==> src/rtl/tlk2711_pkg.sv <==
// Shared TLK2711 definitions: RX DMA write FSM states, AXI encodings, link K-codes.
package tlk2711_pkg;

  localparam logic [2:0] ST_IDLE = 3'd0;
  localparam logic [2:0] ST_AW   = 3'd1;
  localparam logic [2:0] ST_W    = 3'd2;
  localparam logic [2:0] ST_B    = 3'd3;
  localparam logic [2:0] ST_DONE = 3'd4;

  localparam logic [1:0] AXI_BURST_INCR = 2'b01;
  localparam logic [1:0] AXI_RESP_OKAY  = 2'b00;
  localparam int unsigned BOUNDARY_4K   = 4096;

  // 8b/10b control characters used by the link framing
  localparam logic [7:0] K28_5 = 8'hBC;
  localparam logic [7:0] K28_1 = 8'h3C;
  localparam logic [7:0] K27_7 = 8'hFB;
  localparam logic [7:0] K29_7 = 8'hFD;
  localparam logic [7:0] K30_7 = 8'hFE;

  function automatic logic [31:0] min3(input logic [31:0] a, input logic [31:0] b,
                                       input logic [31:0] c);
    logic [31:0] m;
    m = (a < b) ? a : b;
    return (m < c) ? m : c;
  endfunction

endpackage

==> src/rtl/tlk2711_rx_dma_wr_axi_w_stage.sv <==
// Single-entry W channel output register; accepts a stream beat only when the slot is free or draining.
module axi_w_stage #(
  parameter int unsigned DATA_WIDTH  = 64,
  parameter int unsigned WBYTE_WIDTH = 8
) (
  input  logic                   clk,
  input  logic                   rst,
  input  logic                   active,
  input  logic                   room,
  input  logic                   in_valid,
  input  logic [DATA_WIDTH-1:0]  in_data,
  input  logic [WBYTE_WIDTH-1:0] in_keep,
  input  logic                   in_last,
  output logic                   in_ready,
  output logic [DATA_WIDTH-1:0]  wdata,
  output logic [WBYTE_WIDTH-1:0] wstrb,
  output logic                   wlast,
  output logic                   wvalid,
  input  logic                   wready
);

  assign in_ready = active & room & (~wvalid | wready);

  always_ff @(posedge clk) begin
    if (rst) begin
      wvalid <= 1'b0;
      wlast  <= 1'b0;
      wdata  <= '0;
      wstrb  <= '0;
    end else if (in_ready & in_valid) begin
      wvalid <= 1'b1;
      wlast  <= in_last;
      wdata  <= in_data;
      wstrb  <= in_keep;
    end else if (wready) begin
      wvalid <= 1'b0;
      wlast  <= 1'b0;
    end
  end

endmodule

==> src/rtl/tlk2711_rx_dma_wr.sv <==
// AXI4 write master draining the TLK2711 RX stream into DDR in 4 KB-safe INCR bursts.
module tlk2711_rx_dma_wr
  import tlk2711_pkg::*;
#(
  parameter int unsigned ADDR_WIDTH  = 32,
  parameter int unsigned DLEN_WIDTH  = 16,
  parameter int unsigned DATA_WIDTH  = 64,
  parameter int unsigned WBYTE_WIDTH = 8,
  parameter int unsigned MAX_BURST   = 16
) (
  input  logic                           clk,
  input  logic                           rst,
  input  logic                           i_soft_rst,
  input  logic                           i_wr_cmd_req,
  output logic                           o_wr_cmd_ack,
  input  logic [ADDR_WIDTH+DLEN_WIDTH-1:0] i_wr_cmd_data,
  output logic                           o_dma_wr_ready,
  input  logic                           i_dma_wr_valid,
  input  logic [WBYTE_WIDTH-1:0]         i_dma_wr_keep,
  input  logic [DATA_WIDTH-1:0]          i_dma_wr_data,
  output logic                           o_wr_finish,
  output logic                           o_wr_err,
  output logic [ADDR_WIDTH-1:0]          m_axi_awaddr,
  output logic [7:0]                     m_axi_awlen,
  output logic [2:0]                     m_axi_awsize,
  output logic [1:0]                     m_axi_awburst,
  output logic                           m_axi_awvalid,
  input  logic                           m_axi_awready,
  output logic [DATA_WIDTH-1:0]          m_axi_wdata,
  output logic [WBYTE_WIDTH-1:0]         m_axi_wstrb,
  output logic                           m_axi_wlast,
  output logic                           m_axi_wvalid,
  input  logic                           m_axi_wready,
  input  logic [1:0]                     m_axi_bresp,
  input  logic                           m_axi_bvalid,
  output logic                           m_axi_bready
);

  localparam int unsigned BL_W   = DLEN_WIDTH - 3;
  localparam int unsigned BLEN_W = 9;

  logic [2:0]            state, state_n;
  logic [ADDR_WIDTH-1:0] addr;
  logic [BL_W-1:0]       beats_left;
  logic [BLEN_W-1:0]     blen, blen_n, beat_cnt;
  logic                  abort;
  logic [31:0]           room, blen_c;
  logic                  stream_fire, w_last_fire, b_fire;
  logic                  unused_bits;

  // Burst length for the next AW: limited by remaining beats, MAX_BURST and the 4 KB page.
  assign room   = (32'(BOUNDARY_4K) - 32'(addr[11:0])) >> 3;
  assign blen_c = min3(32'(beats_left), 32'(MAX_BURST), room);
  assign blen_n = BLEN_W'(blen_c);

  assign stream_fire   = i_dma_wr_valid & o_dma_wr_ready;
  assign w_last_fire   = m_axi_wvalid & m_axi_wready & m_axi_wlast;
  assign b_fire        = m_axi_bvalid & m_axi_bready;
  assign m_axi_awsize  = 3'd3;
  assign m_axi_awburst = AXI_BURST_INCR;
  assign unused_bits   = ^{i_wr_cmd_data[DLEN_WIDTH+2:DLEN_WIDTH], i_wr_cmd_data[2:0],
                           blen_c[31:BLEN_W]};

  axi_w_stage #(
    .DATA_WIDTH (DATA_WIDTH),
    .WBYTE_WIDTH(WBYTE_WIDTH)
  ) u_w_stage (
    .clk     (clk),
    .rst     (rst),
    .active  (state == ST_W),
    .room    (beat_cnt < blen),
    .in_valid(i_dma_wr_valid),
    .in_data (i_dma_wr_data),
    .in_keep (i_dma_wr_keep),
    .in_last (beat_cnt == (blen - BLEN_W'(1))),
    .in_ready(o_dma_wr_ready),
    .wdata   (m_axi_wdata),
    .wstrb   (m_axi_wstrb),
    .wlast   (m_axi_wlast),
    .wvalid  (m_axi_wvalid),
    .wready  (m_axi_wready)
  );

  always_ff @(posedge clk) begin
    if (rst) state <= ST_IDLE;
    else     state <= state_n;
  end

  // The first AW cycle registers the burst (or routes an empty command to DONE).
  always_comb begin
    state_n = state;
    case (state)
      ST_IDLE: if (i_wr_cmd_req) state_n = ST_AW;
      ST_AW: begin
        if (!m_axi_awvalid) begin
          if (beats_left == '0) state_n = ST_DONE;
        end else if (m_axi_awready) begin
          state_n = ST_W;
        end
      end
      ST_W:    if (w_last_fire) state_n = ST_B;
      ST_B: begin
        if (b_fire) begin
          if (abort | i_soft_rst)               state_n = ST_IDLE;
          else if (beats_left == BL_W'(blen))   state_n = ST_DONE;
          else                                  state_n = ST_AW;
        end
      end
      ST_DONE: state_n = ST_IDLE;
      default: state_n = ST_IDLE;
    endcase
  end

  always_ff @(posedge clk) begin
    if (rst) begin
      o_wr_cmd_ack  <= 1'b0;
      o_wr_finish   <= 1'b0;
      o_wr_err      <= 1'b0;
      m_axi_awaddr  <= '0;
      m_axi_awlen   <= '0;
      m_axi_awvalid <= 1'b0;
      m_axi_bready  <= 1'b0;
      addr          <= '0;
      beats_left    <= '0;
      blen          <= '0;
      beat_cnt      <= '0;
      abort         <= 1'b0;
    end else begin
      o_wr_cmd_ack <= 1'b0;
      o_wr_finish  <= 1'b0;
      if (state != ST_IDLE && i_soft_rst) abort <= 1'b1;
      case (state)
        ST_IDLE: begin
          abort <= 1'b0;
          if (i_soft_rst) o_wr_err <= 1'b0;
          if (i_wr_cmd_req) begin
            o_wr_cmd_ack <= 1'b1;
            addr         <= {i_wr_cmd_data[ADDR_WIDTH+DLEN_WIDTH-1:DLEN_WIDTH+3], 3'b000};
            beats_left   <= i_wr_cmd_data[DLEN_WIDTH-1:3];
          end
        end
        ST_AW: begin
          if (!m_axi_awvalid) begin
            beat_cnt <= '0;
            if (beats_left != '0) begin
              blen          <= blen_n;
              m_axi_awaddr  <= addr;
              m_axi_awlen   <= 8'(blen_n - BLEN_W'(1));
              m_axi_awvalid <= 1'b1;
            end
          end else if (m_axi_awready) begin
            m_axi_awvalid <= 1'b0;
          end
        end
        ST_W: begin
          if (stream_fire) beat_cnt <= beat_cnt + BLEN_W'(1);
          if (w_last_fire) m_axi_bready <= 1'b1;
        end
        ST_B: begin
          if (b_fire) begin
            m_axi_bready <= 1'b0;
            if (m_axi_bresp != AXI_RESP_OKAY) o_wr_err <= 1'b1;
            addr       <= addr + (ADDR_WIDTH'(blen) << 3);
            beats_left <= beats_left - BL_W'(blen);
          end
        end
        ST_DONE: o_wr_finish <= 1'b1;
        default: ;
      endcase
    end
  end

endmodule

==> config.mk <==
export PLATFORM = sky130hd
export DESIGN_NAME = tlk2711_rx_dma_wr
export DESIGN_NICKNAME = d
export VERILOG_FILES = /design/src/rtl/tlk2711_pkg.sv /design/src/rtl/tlk2711_rx_dma_wr_axi_w_stage.sv /design/src/rtl/tlk2711_rx_dma_wr.sv
export SDC_FILE = /design/constraint.sdc
export NUM_CORES = 1
export LEC_CHECK = 0
export CORE_MARGIN = 5
export CORE_UTILIZATION = 45
export DETAILED_ROUTE_END_ITERATION = 6
export DONT_BUFFER_PORTS = 1
export HOLD_SLACK_MARGIN = 0.15
export PLACE_DENSITY_LB_ADDON = 0.25
export SYNTH_ARGS = -nofsm -noshare
export SYNTH_HDL_FRONTEND = slang
export SYNTH_SLANG_ARGS = --single-unit
export TNS_END_PERCENT = 100
==> constraint.sdc <==
create_clock -name clk -period 8.7 [get_ports clk]
set_clock_uncertainty 0.05 [all_clocks]
set_input_delay 1.74 -clock clk [delete_from_list [all_inputs] [get_ports clk]]
set_output_delay 1.74 -clock clk [all_outputs]
set_load 0.02 [all_outputs]
==> flow_summary.yaml, run 1 <==
run_status:
  outcome: "finished clean"
die:
  fp.dieH_um: 154
  initial_core_util_pct: 46.0
  die_w_um: 154
  std_cell_rows: 52
  core_um2: 20400
  ioPinCount: 255
  die-area_um2: 23800
global_routing:
  grt_max_degree: 152
  use_met2_pct: 34.4
  grt_use_met1_pct: 28.6
  groute.usage.overall_pct: 21.5
  grt_busiest_layer: "met2"
  use_met3_pct: 5.20
  antenna_found_initial: 2
  grt_pass1_vias: 7797
  grt_overflow: 0
  grt_pass1_wl_um: 42400
route:
  initialDrtViolationCount: 671
  via_count: 8461
  ant_nets: 0
  drt-wirelength-per-cell_um: 18.5
  firstDrtPassIters: 5
  drc: 0
  wirelength_um: 26600
  viasPerCell: 5.86
logic_synthesis:
  synth_simple_gate_area_share_pct: 24.1
  muxShareOfSynthArea_pct: 0.868
  synth_cell_type_count: 77
  synth-xor-area-share_pct: 2.90
  synthCells: 1202
  synth-main-ff-cell: "dfxtp_1"
  synth-compound-area-share_pct: 21.9
  synthTopCellsByArea: "dfxtp_1 38%, nand2_1 10%, a21oi_1 8.7%"
  syn_area_um2: 9370
  yosys.area_share.adder_pct: 5.90
  syn_avg_cell_area_um2: 7.79
  synth-edff-count: 0
  synth-seq-cells: 180
  ys_seq_area_share_pct: 38.5
  async_flop_share_pct: 0
  ys_warn_count: 0
  synth.largest_area_cell: "dfxtp_1"
  synth_top_family_by_area: "simple AND/OR/NAND/NOR gates"
  yosysTopAreaCellShare_pct: 38.5
clock_network:
  clock_latency_ps: 430
  cts_hold_buf: 0
  cts_setup_buffers: 0
  cts_tree: "yes"
  htreeDepth: 4
  cts.path.max_buffers: 2
  cts_sinks: 180
  ctsRootBufferMaster: "clkbuf_16"
  cts_resized: 0
  numCtsBuffers: 17
  clk_pin_slew_ps: 70
timing:
  fin_crit_sh_pct: 53.6
  setup-violations-final: 0
  report.final.slew_viol_count: 0
  period_minus_slack_ps: 4660
  final_hold_viol_count: 0
  rsz0062_at_grt: "false"
  setup_tns_ps: 0
  max_freq_ghz: 0.214
  tightest_slew_ps: 940
  slew_headroom_pct: 37.1
min_path:
  hp-class: "flip-flop to flip-flop"
layout:
  drive_above_1_share_pct: 5.55
  layout_common_cells: "255 x nand2_1, 180 x dfxtp_1, 161 x a21oi_1"
  nNetsFinal: 1332
  final_cells: 1443
  final_common_cell: "nand2_1"
  area_growth_pct: 7.65
  fin_util_pct: 49.5
  fillers: 2036
critical_path:
  slowest_stage: "dfxtp_1"
  critPathRequiredTime_ps: 9030
  crit_type: "flip-flop to flip-flop"
  worstPathCellList: "inv_1 > ha_1 > xnor2_1 > inv_1 > ha_1 > a21o_1 > a211oi_1 > a2111oi_4 > or2_1 > a21oi_1 > ha_1 > o21ai_0 > or3_1 > a21oi_1 > o311a_1"
  cp_top_family: "compound AO/OA/AOI/OAI gates"
  critPathBufInv: 2
  worstPathArrival_ps: 4990
  cp_common_cell: "ha_1"
  cp_max_fo: 12
  end_kind: "flip-flop"
  slowest_delay_ps: 570
  start_kind: "flip-flop"
power:
  ir_drop_uv: 144
  power.total_mw: 2.43
  power.density_nw_per_um2: 241
  power.leakage_nw: 3.51
job:
  max_cap_violations: 0
place:
  portBuffers: 0
  place_congestion: 0.910
  place_inst: 1410
  dpl.hpwl_um: 18700
## state kept, by name, indices dropped and copies added (netlist names)
name and flops:
abort 1, addr 29, beat_cnt 9, beats_left 13
blen 9, m_axi_awaddr 29, m_axi_awlen 8, m_axi_awvalid 1
m_axi_bready 1, o_wr_cmd_ack 1, o_wr_err 1, o_wr_finish 1
state 3, u_w_stage.wdata 64, u_w_stage.wlast 1, u_w_stage.wstrb 8
u_w_stage.wvalid 1
## final timing paths
kind	start	endpoint	slack (ps)	depth (start not counted)
min	addr[27]	m_axi_awaddr[27]	430	2
min reg2reg	addr[27]	m_axi_awaddr[27]	430	2
max reg2reg	addr[3]	m_axi_awlen[6]	4040	15
max	addr[3]	m_axi_awlen[6]	4040	15
## synthesized netlist by cell type, drive strengths merged, types with 4 or more instances
library cell  count
nand2           255
dfxtp           180
a21oi           162
nor2             67
clkbuf           59
o21ai            50
ha               41
inv              40
nand3            32
nor3             29
buf              25
xnor2            17
nor4             16
a211oi           14
a31oi            14
nand4            14
xor2             14
or3              13
and3             11
nor2b             9
a21o              8
a311oi            8
nand3b            8
a2111oi           7
mux2i             7
nor3b             7
o211ai            7
o21a              6
or4               6
a221oi            5
and2              5
nand2b            4
o2111ai           4
## worst min-delay path, cell delays in order, from the launching register on
cell and delay (ps):
dfxtp_1 320, nand2_1 60, a21oi_1 50
## power by group
part	internal [mW]	total (mW)	switching, mW
sequential	0.886	1.00	0.114
clock	0.415	0.798	0.383
combinational	0.248	0.635	0.387
total	1.55	2.43	0.884
## kinds of logic after synthesis
kind of cell / Yosys count
other: 2
adders and majority gates: 43
muxes: 8
xor gates and xnor gates: 31
buffers and inverters: 124
DFF: 180
and+or+nand+nor: 485
AOI/OAI and AO/OA: 329
## metrics by stage
step | hold WS, ps | setup WS, ps | area (um2)
4_1_cts | 426 | 4080 | 10100
2_1_floorplan | 388 | 4560 | 9410
3_3_place_gp | 413 | 4120 | 9460
5_1_grt | 444 | 3670 | 10100
6_report | 428 | 4040 | 10100
3_5_place_dp | 411 | 4090 | 9460
## layout make-up
cell class | instances | area (um2) | area share, %
clock buffers | 17 | 425 | 4.22
clock inverters | 15 | 194 | 1.92
well taps | 270 | 338 | 3.35
flip-flops and latches | 180 | 3600 | 35.7
multi-input cells | 909 | 5290 | 52.4
repair buffers | 11 | 82.6 | 0.819
diodes | 1 | 2.50 | 0.0248
inverters | 40 | 150 | 1.49
## per-layer routing
metal	part of all wire [%]	vias up
met5	0.041	-
li1	-	4154
met4	2.2	2
met3	6.8	45
met1	43	3977
met2	48	283
Power figures use the tool's default switching activity.
==> run 2, diff against run 1 <==
==> constraint.sdc (replaced) <==
create_clock -name clk -period 4.8 [get_ports clk]
set_clock_uncertainty 0.05 [all_clocks]
set_input_delay 0.96 -clock clk [delete_from_list [all_inputs] [get_ports clk]]
set_output_delay 0.96 -clock clk [all_outputs]
set_load 0.02 [all_outputs]
==> flow_summary.yaml, run 2 (synthesized netlist as in run 1, its figures left out) <==
clock_network:
  numCtsBuffers: 17
  clk_pin_slew_ps: 70
  clock_latency_ps: 440
  cts.path.max_buffers: 2
  cts_resized: 0
  cts_hold_buf: 0
  cts_tree: "yes"
  htreeDepth: 4
  cts_setup_buffers: 0
  cts_sinks: 180
  ctsRootBufferMaster: "clkbuf_16"
timing:
  final_hold_viol_count: 0
  max_freq_ghz: 0.237
  setup_ws_ps: 589
  slew_headroom_pct: 39.6
  setup_tns_ps: 0
  fin_crit_sh_pct: 87.7
  tightest_slew_ps: 903
  period_minus_slack_ps: 4210
  rsz0062_at_grt: "false"
  setup-violations-final: 0
  report.final.slew_viol_count: 0
route:
  via_count: 8415
  viasPerCell: 5.82
  initialDrtViolationCount: 567
  firstDrtPassIters: 5
  drt-wirelength-per-cell_um: 18.6
  ant_nets: 0
  drc: 0
  wirelength_um: 26800
power:
  power_switching_mw: 1.59
  sw_frac_of_total_pct: 36.2
  pwr-share-comb_pct: 26.4
  ir_drop_uv: 264
  intPower_mw: 2.81
  p_seq_share_pct: 41.0
  power.leakage_nw: 3.52
  power.density_nw_per_um2: 437
  pwr-share-clk_pct: 32.6
place:
  dpl.hpwl_um: 19000
  pre_cts_slack_ps: 630
  portBuffers: 0
  place_congestion: 0.919
global_routing:
  grt_busiest_layer: "met2"
  grt_use_met1_pct: 28.7
  use_met2_pct: 35.2
  groute.usage.overall_pct: 21.7
  grt_overflow: 0
  antenna_found_initial: 2
  grt_pass1_wl_um: 42400
  grt_max_degree: 152
  use_met3_pct: 5.09
  grt_pass1_vias: 7781
die:
  fp.dieH_um: 154
  ioPinCount: 255
  std_cell_rows: 52
  die-area_um2: 23800
  die_w_um: 154
  initial_core_util_pct: 46.0
  core_um2: 20400
critical_path:
  reg2regPathDepth: 14
  critPathCapture: "m_axi_awlen[6]"
  critPathRequiredTime_ps: 5130
  r2r-end: "m_axi_awlen[6]"
  start_kind: "flip-flop"
  worstPathCellList: "or4_1 > nor4_1 > xor2_1 > ha_1 > nand3_1 > o221ai_1 > a21o_1 > or2_1 > a21oi_1 > ha_1 > o21ai_0 > or3_1 > a21oi_1 > o311a_1"
  r2r-start: "addr[6]"
  slowest_delay_ps: 620
  crit_start: "addr[6]"
  cp_max_fo: 11
  crit_type: "flip-flop to flip-flop"
  worstPathArrival_ps: 4540
  end_kind: "flip-flop"
  r2r_slack_ps: 590
  slowest_stage: "or4_1"
layout:
  nNetsFinal: 1334
  largest_reg_flops: 64
  layout_common_cells: "255 x nand2_1, 180 x dfxtp_1, 161 x a21oi_1"
  area_growth_pct: 7.72
  final_common_cell: "nand2_1"
  drive_above_1_share_pct: 5.71
  top_regs: "u_w_stage.wdata x64, addr x29, m_axi_awaddr x29"
  top_register: "u_w_stage.wdata"
  fin_util_pct: 49.5
job:
  max_cap_violations: 0
min_path:
  hp-class: "flip-flop to flip-flop"
run_status:
  outcome: "finished clean"
==> run 2: cell types whose count changed in the layout (fill, tap and decap cells not counted), sizes merged <==
cell      before  now
buf           11   13
inv           46   48
clkinv         7    6
clkinvlp       1    0
==> run 2: worst max-delay path: cells and delay by family, from the launching register on <==
kind            cells  cell delay (ps)
simple gates        5             1660
compound gates      6             1210
fa+ha+maj           2              610
flops               1              440
xor+xnor            1              190
==> run 2: cell type report <==
type,count,area [um2]
repair buffers,13,97.6
clock inverters,15,185
diodes,1,2.50
inverters,40,150
clock buffers,17,425
well taps,270,338
fillers,2003,10300
multi-input cells,909,5290
flip-flops and latches,180,3600
==> run 2: worst min path at each step <==
stage                        start                to  slack, ps  depth (start not counted)
after detailed placement  addr[27]  m_axi_awaddr[27]        420                          2
final                     addr[27]  m_axi_awaddr[27]        430                          2
after CTS                 addr[27]  m_axi_awaddr[27]        430                          2
after global placement    addr[18]  m_axi_awaddr[18]        410                          2
after global routing      addr[18]  m_axi_awaddr[18]        450                          2
after floorplan           addr[21]          addr[21]        390                          2
==> run 2: power by group through the flow <==
stage	clock (mW)	combinational [mW]	sequential [mW]
3_5_place_dp	0	1.14	1.84
2_1_floorplan	0	0.956	1.78
4_1_cts	1.47	1.15	1.81
3_3_place_gp	0	1.12	1.84
6_report	1.44	1.16	1.81
5_1_grt	1.54	1.30	1.83
==> run 2: stage by stage <==
stage	area (um2)	power (mW)	cells	hold slack, ps
6_report	10100	4.41	1445	431
5_1_grt	10100	4.67	1445	453
2_1_floorplan	9410	2.74	1213	388
4_1_cts	10100	4.43	1444	428
3_5_place_dp	9480	2.98	1412	418
3_3_place_gp	9480	2.96	1412	409
==> run 2: layer usage <==
layer / part of all wire, % / up-vias
met2: 48 / 291
met3: 7.3 / 42
li1: - / 4146
met5: 0.041 / -
met1: 42 / 3934
met4: 2.3 / 2
